`src/rtl/spike_trap_pkg.sv`:
```
// Shared types and the trap rule table for the spike trap scheduler.
// Rule 0 has the highest priority when several rules are ready together.
package spike_trap_pkg;

    localparam int NUM_RULES  = 8;
    localparam int NUM_SPIKES = 24;
    localparam int DELAY_W    = 4;
    localparam int IDX_W      = $clog2(NUM_RULES);
    localparam int SPIKE_W    = $clog2(NUM_SPIKES);

    typedef struct packed {
        logic [9:0]         x_lo;
        logic [9:0]         x_hi;
        logic [9:0]         y_max;
        logic [SPIKE_W-1:0] spike_a;
        logic [SPIKE_W-1:0] spike_b;
        logic               has_b;
        logic               dir_up;
        logic [DELAY_W-1:0] delay;
    } rule_t;

    typedef rule_t [NUM_RULES-1:0] rule_tab_t;

    typedef enum logic [1:0] {
        IDLE,
        ISSUE_A,
        ISSUE_B
    } sched_state_t;

    function automatic rule_t mk_rule(
        input logic [9:0]         xl,
        input logic [9:0]         xh,
        input logic [9:0]         ym,
        input logic [SPIKE_W-1:0] sa,
        input logic [SPIKE_W-1:0] sb,
        input logic               hb,
        input logic               up,
        input logic [DELAY_W-1:0] d
    );
        rule_t r;
        r.x_lo    = xl;
        r.x_hi    = xh;
        r.y_max   = ym;
        r.spike_a = sa;
        r.spike_b = sb;
        r.has_b   = hb;
        r.dir_up  = up;
        r.delay   = d;
        return r;
    endfunction

    function automatic rule_tab_t default_rules();
        rule_tab_t t;
        t[0] = mk_rule(10'd210, 10'd211, 10'h3FF, 5'd15, 5'd0,  1'b0, 1'b0, 4'd0);
        t[1] = mk_rule(10'd290, 10'd291, 10'h3FF, 5'd16, 5'd0,  1'b0, 1'b0, 4'd0);
        t[2] = mk_rule(10'd307, 10'd308, 10'h3FF, 5'd18, 5'd0,  1'b0, 1'b0, 4'd0);
        t[3] = mk_rule(10'd368, 10'd369, 10'd270, 5'd7,  5'd0,  1'b0, 1'b1, 4'd0);
        t[4] = mk_rule(10'd285, 10'd286, 10'd270, 5'd6,  5'd0,  1'b0, 1'b1, 4'd0);
        t[5] = mk_rule(10'd220, 10'd221, 10'd270, 5'd4,  5'd20, 1'b1, 1'b1, 4'd0);
        t[6] = mk_rule(10'd405, 10'd406, 10'h3FF, 5'd21, 5'd22, 1'b1, 1'b0, 4'd2);
        t[7] = mk_rule(10'd0,   10'd0,   10'd0,   5'd0,  5'd0,  1'b0, 1'b0, 4'd0);
        return t;
    endfunction

    localparam rule_tab_t RULES = default_rules();

    function automatic logic [IDX_W-1:0] first_set(input logic [NUM_RULES-1:0] v);
        logic [IDX_W-1:0] idx;
        idx = '0;
        for (int i = NUM_RULES - 1; i >= 0; i--)
            if (v[i]) idx = IDX_W'(i);
        return idx;
    endfunction

endpackage

```
`src/rtl/trap_rule_timer.sv`:
```
// One trigger rule: fires once per Reset, then counts its delay down.
// Ready stays high until the scheduler takes the rule via clear_pending.
module trap_rule_timer
    import spike_trap_pkg::*;
(
    input  logic               frame_clk,
    input  logic               Reset,
    input  logic               hit,
    input  logic               dead,
    input  logic               clear_pending,
    input  logic [DELAY_W-1:0] delay,
    output logic               fired,
    output logic               pending,
    output logic               ready
);

    logic [DELAY_W-1:0] cnt;

    always_ff @(posedge frame_clk) begin
        if (Reset) begin
            fired   <= 1'b0;
            pending <= 1'b0;
            cnt     <= '0;
        end else if (hit && !fired && !dead) begin
            fired   <= 1'b1;
            pending <= 1'b1;
            cnt     <= delay;
        end else begin
            if (clear_pending)
                pending <= 1'b0;
            if (pending && cnt != '0 && !dead)
                cnt <= cnt - DELAY_W'(1);
        end
    end

    assign ready = pending && (cnt == '0);

endmodule

```
`src/rtl/spike_trap_scheduler.sv`:
```
// Arms trap rules from player position and issues their spike launches
// to the updater one command at a time over valid/ready.
module spike_trap_scheduler
    import spike_trap_pkg::*;
#(
    parameter rule_tab_t RULE_TAB = RULES
) (
    input  logic                 frame_clk,
    input  logic                 Reset,
    input  logic [9:0]           ManX,
    input  logic [9:0]           ManY,
    input  logic                 Dead,
    output logic                 launch_valid,
    input  logic                 launch_ready,
    output logic [SPIKE_W-1:0]   launch_spike,
    output logic                 launch_up,
    output logic [NUM_RULES-1:0] fired_mask,
    output logic                 busy
);

    logic [NUM_RULES-1:0] zone;
    logic [NUM_RULES-1:0] pend;
    logic [NUM_RULES-1:0] rdy;
    logic [NUM_RULES-1:0] clr;
    logic [IDX_W-1:0]     sel;
    logic                 capture;

    sched_state_t       state;
    sched_state_t       nxt;
    logic [SPIKE_W-1:0] lat_b;
    logic               lat_has_b;
    logic               valid_d;
    logic [SPIKE_W-1:0] spike_d;
    logic               up_d;

    for (genvar r = 0; r < NUM_RULES; r++) begin : g_rule
        assign zone[r] = (ManX >= RULE_TAB[r].x_lo) &&
                         (ManX <= RULE_TAB[r].x_hi) &&
                         (ManY <= RULE_TAB[r].y_max);

        trap_rule_timer u_timer (
            .frame_clk     (frame_clk),
            .Reset         (Reset),
            .hit           (zone[r]),
            .dead          (Dead),
            .clear_pending (clr[r]),
            .delay         (RULE_TAB[r].delay),
            .fired         (fired_mask[r]),
            .pending       (pend[r]),
            .ready         (rdy[r])
        );
    end

    assign sel  = first_set(rdy);
    assign clr  = capture ? (NUM_RULES'(1) << sel) : '0;
    assign busy = (|pend) || (state != IDLE);

    always_ff @(posedge frame_clk) begin
        if (Reset) begin
            state        <= IDLE;
            lat_b        <= '0;
            lat_has_b    <= 1'b0;
            launch_valid <= 1'b0;
            launch_spike <= '0;
            launch_up    <= 1'b0;
        end else begin
            state        <= nxt;
            launch_valid <= valid_d;
            launch_spike <= spike_d;
            launch_up    <= up_d;
            if (capture) begin
                lat_b     <= RULE_TAB[sel].spike_b;
                lat_has_b <= RULE_TAB[sel].has_b;
            end
        end
    end

    always_comb begin
        nxt     = state;
        capture = 1'b0;
        unique case (state)
            IDLE: begin
                if (!Dead && (|rdy)) begin
                    nxt     = ISSUE_A;
                    capture = 1'b1;
                end
            end
            ISSUE_A: begin
                if (launch_ready)
                    nxt = lat_has_b ? ISSUE_B : IDLE;
            end
            ISSUE_B: begin
                if (launch_ready)
                    nxt = IDLE;
            end
            default: nxt = IDLE;
        endcase
    end

    // Payload only changes on capture or A->B; otherwise it holds.
    always_comb begin
        valid_d = (nxt != IDLE);
        spike_d = launch_spike;
        up_d    = launch_up;
        if (capture) begin
            spike_d = RULE_TAB[sel].spike_a;
            up_d    = RULE_TAB[sel].dir_up;
        end else if (state == ISSUE_A && nxt == ISSUE_B) begin
            spike_d = lat_b;
        end
    end

endmodule
```
`config.mk`:
```
export PLATFORM = sky130hd
export DESIGN_NAME = spike_trap_scheduler
export DESIGN_NICKNAME = d
export VERILOG_FILES = /design/src/rtl/spike_trap_pkg.sv /design/src/rtl/trap_rule_timer.sv /design/src/rtl/spike_trap_scheduler.sv
export SDC_FILE = /design/constraint.sdc
export NUM_CORES = 1
export LEC_CHECK = 0
export CORE_MARGIN = 2
export CORE_UTILIZATION = 51
export DETAILED_ROUTE_END_ITERATION = 12
export PLACE_DENSITY = 0.76
export SYNTH_ARGS = -nofsm -noshare
export SYNTH_HDL_FRONTEND = slang
export SYNTH_HIERARCHICAL = 1
export SYNTH_SLANG_ARGS = --single-unit
```
`constraint.sdc`:
```
create_clock -name frame_clk -period 2.5 [get_ports frame_clk]
set_clock_uncertainty 0.15 [all_clocks]
set_input_delay 0.375 -clock frame_clk [delete_from_list [all_inputs] [get_ports frame_clk]]
set_output_delay 0.375 -clock frame_clk [all_outputs]
set_load 0.005 [all_outputs]
```
## After elaboration in Yosys (flattened, before gate mapping)

Memories as Yosys holds them, arrays and structs flattened.
Cells that the tools add are included.

- Memories: 1
- Register bits: 63
- Bits of input ports: 24
- Output and inout port bits: 16
- Bits in read-only memories: 368
- Word-level logic and storage cells: 208

Memories:

| memory | depth | width | rd ports | clocked after memory_dff | wr ports | line | source |
|---|---|---|---|---|---|---|---|
| (no name shown) | 8 | 46 | 1 | 0 | 0 | spike_trap_scheduler.sv:107 | `up_d = RULE_TAB[sel].dir_up;` |

- Reductions and logical operators: 107
- $lt $le $gt $ge: 20
- Multiplexer cells: 37
- Shift-type cells: 1
- Eq/ne operators: 3
- $add $sub $neg: 8

Operators by type and width:

| operator | number |
|---|---|
| <= comparator 10 x 9 -> 1 bit, second input constant | 6 |
| logical AND 1 bit | 58 |
| greater-or-equal comparator 10 x 9 -> 1 bit, second input constant | 5 |
| zero test 4 bit | 8 |
| nonzero test 4 bit | 8 |
| subtractor 4 x 1 -> 4 bit, second input constant | 8 |
| two-way mux 3 bit | 8 |
| nonzero test 2 bit | 12 |
| greater-or-equal comparator 10 x 8 -> 1 bit, second input constant | 2 |
| <= comparator 10 x 1 -> 1 bit, second input constant | 2 |
| <= comparator 10 x 8 -> 1 bit, second input constant | 2 |
| two-way mux 1 bit | 18 |
| two-way mux 16 bit | 1 |
| OR reduction 2 bit | 8 |
| OR reduction 8 bit | 2 |
| two-way mux 2 bit | 6 |
| greater-or-equal comparator 10 x 1 -> 1 bit, second input constant | 1 |
| <= comparator 10 bit, second input constant | 1 |
| two-way mux 5 bit | 2 |
| zero test 1 bit | 9 |
| two-way mux 8 bit | 1 |
| << shifter 1 x 3 -> 8 bit, first input constant | 1 |
| one-hot mux 2 bit (3 select lines) | 1 |
| equality test 2 bit, second input constant | 2 |
| other kinds (4) | 4 |

## Depth between registers and ports, before layout

- Word-level depth: 14
- Gate-level depth with buffers: 12

## Cells and area by module

Netlist, hierarchy kept.

By module, submodules not included:

| module | times used | area each (um2) | cells an instance | sequential area each (um2) |
|---|---|---|---|---|
| trap_rule_timer | 8 | 332.8 | 40 | 120.1 |
| spike_trap_scheduler | 1 | 955.9 | 121 | 220.2 |

## Worst setup path before layout

Ideal clock, no wire load.

- Path kind: register to register
- From: register g_rule[5].u_timer.cnt[0]
- To: register launch_spike[0]
- Cell stages (with the launch flop): 12
- Arrival time: 2,359 ps
- Path slack: -95 ps
- Setup time: 86 ps
- Required time: 2,264 ps
- Path through: dfxtp_1 inv_1 ha_1 nor3b_1 and2_1 nor2_1 o21ai_0 a211oi_1 ha_1 a21oi_1 a311oi_1 a211oi_1

- Longest elaborated chain between the ends: 11

RTL lines:

| item | line | source |
|---|---|---|
| from (decl) | trap_rule_timer.sv:17 | `logic [DELAY_W-1:0] cnt;` |
| from (signal assigned) | trap_rule_timer.sv:27 | `cnt <= delay;` |
| from (signal assigned) | trap_rule_timer.sv:32 | `cnt <= cnt - DELAY_W'(1);` |
| zero test 4 bit (*) | trap_rule_timer.sv:36 | `assign ready = pending && (cnt == '0);` |
| logical AND 1 bit (*) | trap_rule_timer.sv:36 |  |
| via rdy[5] | spike_trap_scheduler.sv:23 | `logic [NUM_RULES-1:0] rdy;` |
| two-way mux 3 bit (6 in a row) | spike_trap_pkg.sv:71 | `if (v[i]) idx = IDX_W'(i);` |
| memory (8 x 46 bit) | n/a |  |
| two-way mux 16 bit | n/a |  |
| two-way mux 5 bit | spike_trap_scheduler.sv:105 | `if (capture) begin` |
| to (signal assigned) | spike_trap_scheduler.sv:69 | `launch_spike <= spike_d;` |
| to (decl) | spike_trap_scheduler.sv:15 | `output logic [SPIKE_W-1:0] launch_spike,` |

The timed path passes the listed nets; every way through them passes the cells marked *. The select of a mux whose other input is x is not followed.
A chain may end at the register's enable or synchronous reset.

## Worst setup path in the final report

- From: input port ManX[7]
- To: register g_rule[4].u_timer.cnt[3]

- Longest elaborated chain between the ends: 6

RTL lines:

| item | line | source |
|---|---|---|
| from (decl) | spike_trap_scheduler.sv:10 | `input logic [9:0] ManX,` |
| greater-or-equal comparator 10 x 9 -> 1 bit / <= comparator 10 x 9 -> 1 bit (equally long branches) | spike_trap_scheduler.sv:37, spike_trap_scheduler.sv:38 |  |
| logical AND 1 bit (*) | spike_trap_scheduler.sv:37 | `assign zone[r] = (ManX >= RULE_TAB[r].x_lo) &&` |
| logical AND 1 bit (*) | spike_trap_scheduler.sv:38 | `(ManX <= RULE_TAB[r].x_hi) &&` |
| via zone[4] | spike_trap_scheduler.sv:21 | `logic [NUM_RULES-1:0] zone;` |
| logical AND 1 bit (*) (2 in a row) | trap_rule_timer.sv:24 | `end else if (hit && !fired && !dead) begin` |
| OR reduction 2 bit (no line) (*) | n/a |  |
| to (signal assigned) | trap_rule_timer.sv:27 |  |
| to (signal assigned) | trap_rule_timer.sv:32 |  |
| to (decl) | trap_rule_timer.sv:17 |  |

The timed path passes the listed nets; every way through them passes the cells marked *.

==> summary.txt <==
Outcome
  • Status: finished, violations left
  • Failing checks: setup timing

Critical path
  • Critical Path RT: 2580 ps
  • Crit-path cells: clkdlybuf4s50_1 -> or4_4 -> nor4b_4 -> or3b_2 -> a311oi_1
  • R2R cell count: 9
  • Worst-path fanout max: 6
  • CP peak stage delay: 580 ps
  • WS Path Type: input port to register
  • Crit end category: register
  • Slowest cell on the critical path: or4_4
  • R2r setup slk: -20 ps
  • CP arrival: 2640 ps
  • Reg2reg end: g_rule[3].u_timer/pending
  • R2R Path Start: g_rule[3].u_timer/cnt[0]
  • Type of origin of the critical path: input port

Place
  • Port bufs: 39
  • Placer Congestion: 0.860
  • Placement Cell Area: 4620 um2
  • HPWL after DPL: 6.42 mm

Power and ir drop
  • Net Sw Frac: 22.9%
  • P_sw: 0.000475 W
  • Cell area power density: 391 nW/um2
  • Leakage: 2.18 nW
  • Comb power frac: 8.4%
  • Reg power frac: 45.4%
  • Clock Power Share: 46.2%
  • Peak supply drop: 0.266 mV
  • Internal power: 0.00160 W

Clock tree
  • Clock Path Buffers: 2
  • CTS buffer count: 9
  • Sink Count: 59
  • Clk_lat worst skew: 330 ps
  • Max H-tree Level: 3
  • Clock slew at reported path FFs: 70 ps
  • CTS tree: built
  • Clock root cell: clkbuf_8

Route
  • Iter 0 DRT Violations: 266
  • TritonRoute pass-1 iters: 5
  • Drt drc: 0
  • Post-route ant nets: 0
  • WL final: 10.9 mm
  • WL/cell: 16.1 um
  • Vias per inst: 5.71
  • Vias: 3,854

Global routing
  • GR Overflow Total: 0
  • Largest net degree at the start of global routing: 36
  • Vias in the first global route: 3,555
  • First-pass GRT wire length: 15.3 mm
  • GRT Total Usage: 24.7%
  • Initial antenna violation count: 0

STA
  • Final hold vios: 0
  • Minimum clock period: 2550 ps
  • RSZ-0062 raised after global routing: yes
  • Fin worst setup slack: -51.2 ps
  • # setup viols final: 3
  • Max frequency: 392 MHz
  • Max-slew violations: 0
  • Fin crit share: 102%

Die
  • Starting density of the core: 53.0%
  • Row count: 30
  • Die X: 88.2 um
  • Height of the die: 88.2 um
  • Io pins: 40
  • Core region area: 6830 um2
  • Die Area: 7780 um2

Logic synthesis
  • Gate Count Post-Synth: 441
  • Seq/Total Area, Yosys: 32.6%
  • Synth Flop Type: dfxtp_1
  • Async set or reset register ratio after synthesis: 0%
  • Number of flops mapped to enable cells by yosys: 0
  • Synth Register Bits: 59
  • Cell Area, Synth: 3620 um2
  • Syn avg cell area: 8.21 um2
  • Synth warnings: 6
  • Cell variety after synth: 51

Final layout
  • Commonest non-fill, non-tap cell in the layout: buf_4
  • Layout cell share with drive strength beyond 1: 30.2%
  • Most frequent cells in the layout: buf_4, nor2_1, dfxtp_1
  • Final instance area: 5310 um2
  • Final core utilization: 77.7%
  • Fin nets: 612
  • Area Growth Syn to Fin: 46.7%
  • Ant diodes: 0

Worst hold path
  • Hold WC Path Type: register to register
  • Hold worst-path end: launch_spike[0]
  • Hold depth: 2
  • Min-delay src: launch_spike[0]

Job
  • Max_cap viols: 0
-- state kept, by name (all words and copies together), names as in the netlist --
signal,count
launch_up,1
g_rule.u_timer/cnt,32
launch_valid,1
lat_b,2
state,2
g_rule.u_timer/fired,8
g_rule.u_timer/pending,8
launch_spike,5
-- power groups by stage --
stage / registers [W] / logic (W) / clock network, W
2_1_floorplan: 0.000962 / 0.0000513 / 0
5_1_grt: 0.000940 / 0.000188 / 0.00101
6_report: 0.000941 / 0.000174 / 0.000959
3_5_place_dp: 0.000962 / 0.000145 / 0
3_3_place_gp: 0.000962 / 0.000143 / 0
4_1_cts: 0.000941 / 0.000150 / 0.000975
-- worst max-delay path, delay by kind of cell --
| family | cells | cell delay [ps] |
|---|---|---|
| AND/OR/NAND/NOR | 3 | 1460 |
| AO/OA/AOI/OAI | 1 | 270 |
| buffers and inverters | 1 | 520 |
-- stage by stage --
stage / worst slack [ps] / hold slack [ps] / total power [W] / cells / TNS [ps]
5_1_grt: -76.7 / 338 / 0.00214 / 675 / -1050
4_1_cts: -30.4 / 293 / 0.00207 / 666 / -30.4
3_3_place_gp: -616 / 310 / 0.00111 / 644 / -15110
3_5_place_dp: -682 / 305 / 0.00111 / 644 / -17110
2_1_floorplan: 0.455 / 309 / 0.00101 / 471 / 0
6_report: -51.2 / 320 / 0.00207 / 675 / -94.3
-- cell usage after synthesis (all sizes together), types with 8 or more instances --
library cell | instances | area (um2)
a211oi | 10 | 75.1
a21oi | 22 | 110
a311oi | 18 | 158
and2 | 12 | 75.1
and2b | 8 | 70.1
clkbuf | 17 | 65.1
dfxtp | 59 | 1180
ha | 13 | 163
inv | 43 | 161
mux2i | 8 | 80.1
nand2b | 16 | 100
nand3b | 8 | 60.1
nand4bb | 8 | 90.1
nor2 | 54 | 203
nor3b | 8 | 60.1
o2111ai | 8 | 70.1
o21ai | 22 | 125
o311ai | 8 | 70.1
or3 | 17 | 106
or3b | 9 | 78.8
or4 | 13 | 97.6
-- how the worst max path moves through the flow --
stage,startpoint,end,slack (ps)
2_1_floorplan,g_rule[5].u_timer/cnt[0],launch_spike[0],0.5
3_3_place_gp,ManY[6],g_rule[3].u_timer/cnt[1],-620
3_5_place_dp,ManY[6],g_rule[4].u_timer/cnt[1],-680
4_1_cts,ManY[6],g_rule[3].u_timer/cnt[1],-30
5_1_grt,ManX[7],g_rule[2].u_timer/cnt[1],-80
6_report,ManX[7],g_rule[4].u_timer/cnt[3],-50
-- cell families (layout without fill, tap and decap cells) --
| family | after synthesis | count (layout) | share of synthesized area [%] |
|---|---|---|---|
| multiplexers | 8 | 8 | 2.21 |
| flip-flops | 59 | 59 | 32.6 |
| adder cells (fa/ha/maj) | 13 | 13 | 4.50 |
| XOR/XNOR | 1 | 1 | 0.242 |
| other | 2 | 32 | 0.208 |
| AND/OR/NAND/NOR | 196 | 199 | 33.4 |
| AO/OA/AOI/OAI | 99 | 99 | 19.9 |
| buffers and inverters | 63 | 168 | 6.85 |
-- repair_timing --
action / 4_1_cts / 5_1_grt
hold buffers: 0 / 0
pin swaps: 2 / 12
cloned: 1 / 2
gates resized for setup: 19 / 71
hold endpoints to repair: 0 / 0
endpoints found under the setup margin: 33 / 43
buffers inserted: 6 / 7
-- final cells by class --
type / count / area, um2
clock buffers: 10 / 138
multi-input cells: 352 / 2660
clock inverters: 5 / 77.6
flip-flops and latches: 59 / 1190
well taps: 96 / 120
inverters: 43 / 161
repair buffers: 110 / 963
fillers: 473 / 1520
-- layer usage --
layer / global-route usage, % / vias up / share of wire [%]
met4: 8.68 / 0 / 2.5
met2: 45.2 / 103 / 52
li1: - / 1863 / -
met5: 0 / - / 0
met1: 29.5 / 1860 / 41
met3: 3.45 / 28 / 3.9
(Power assumes the default switching activity.)
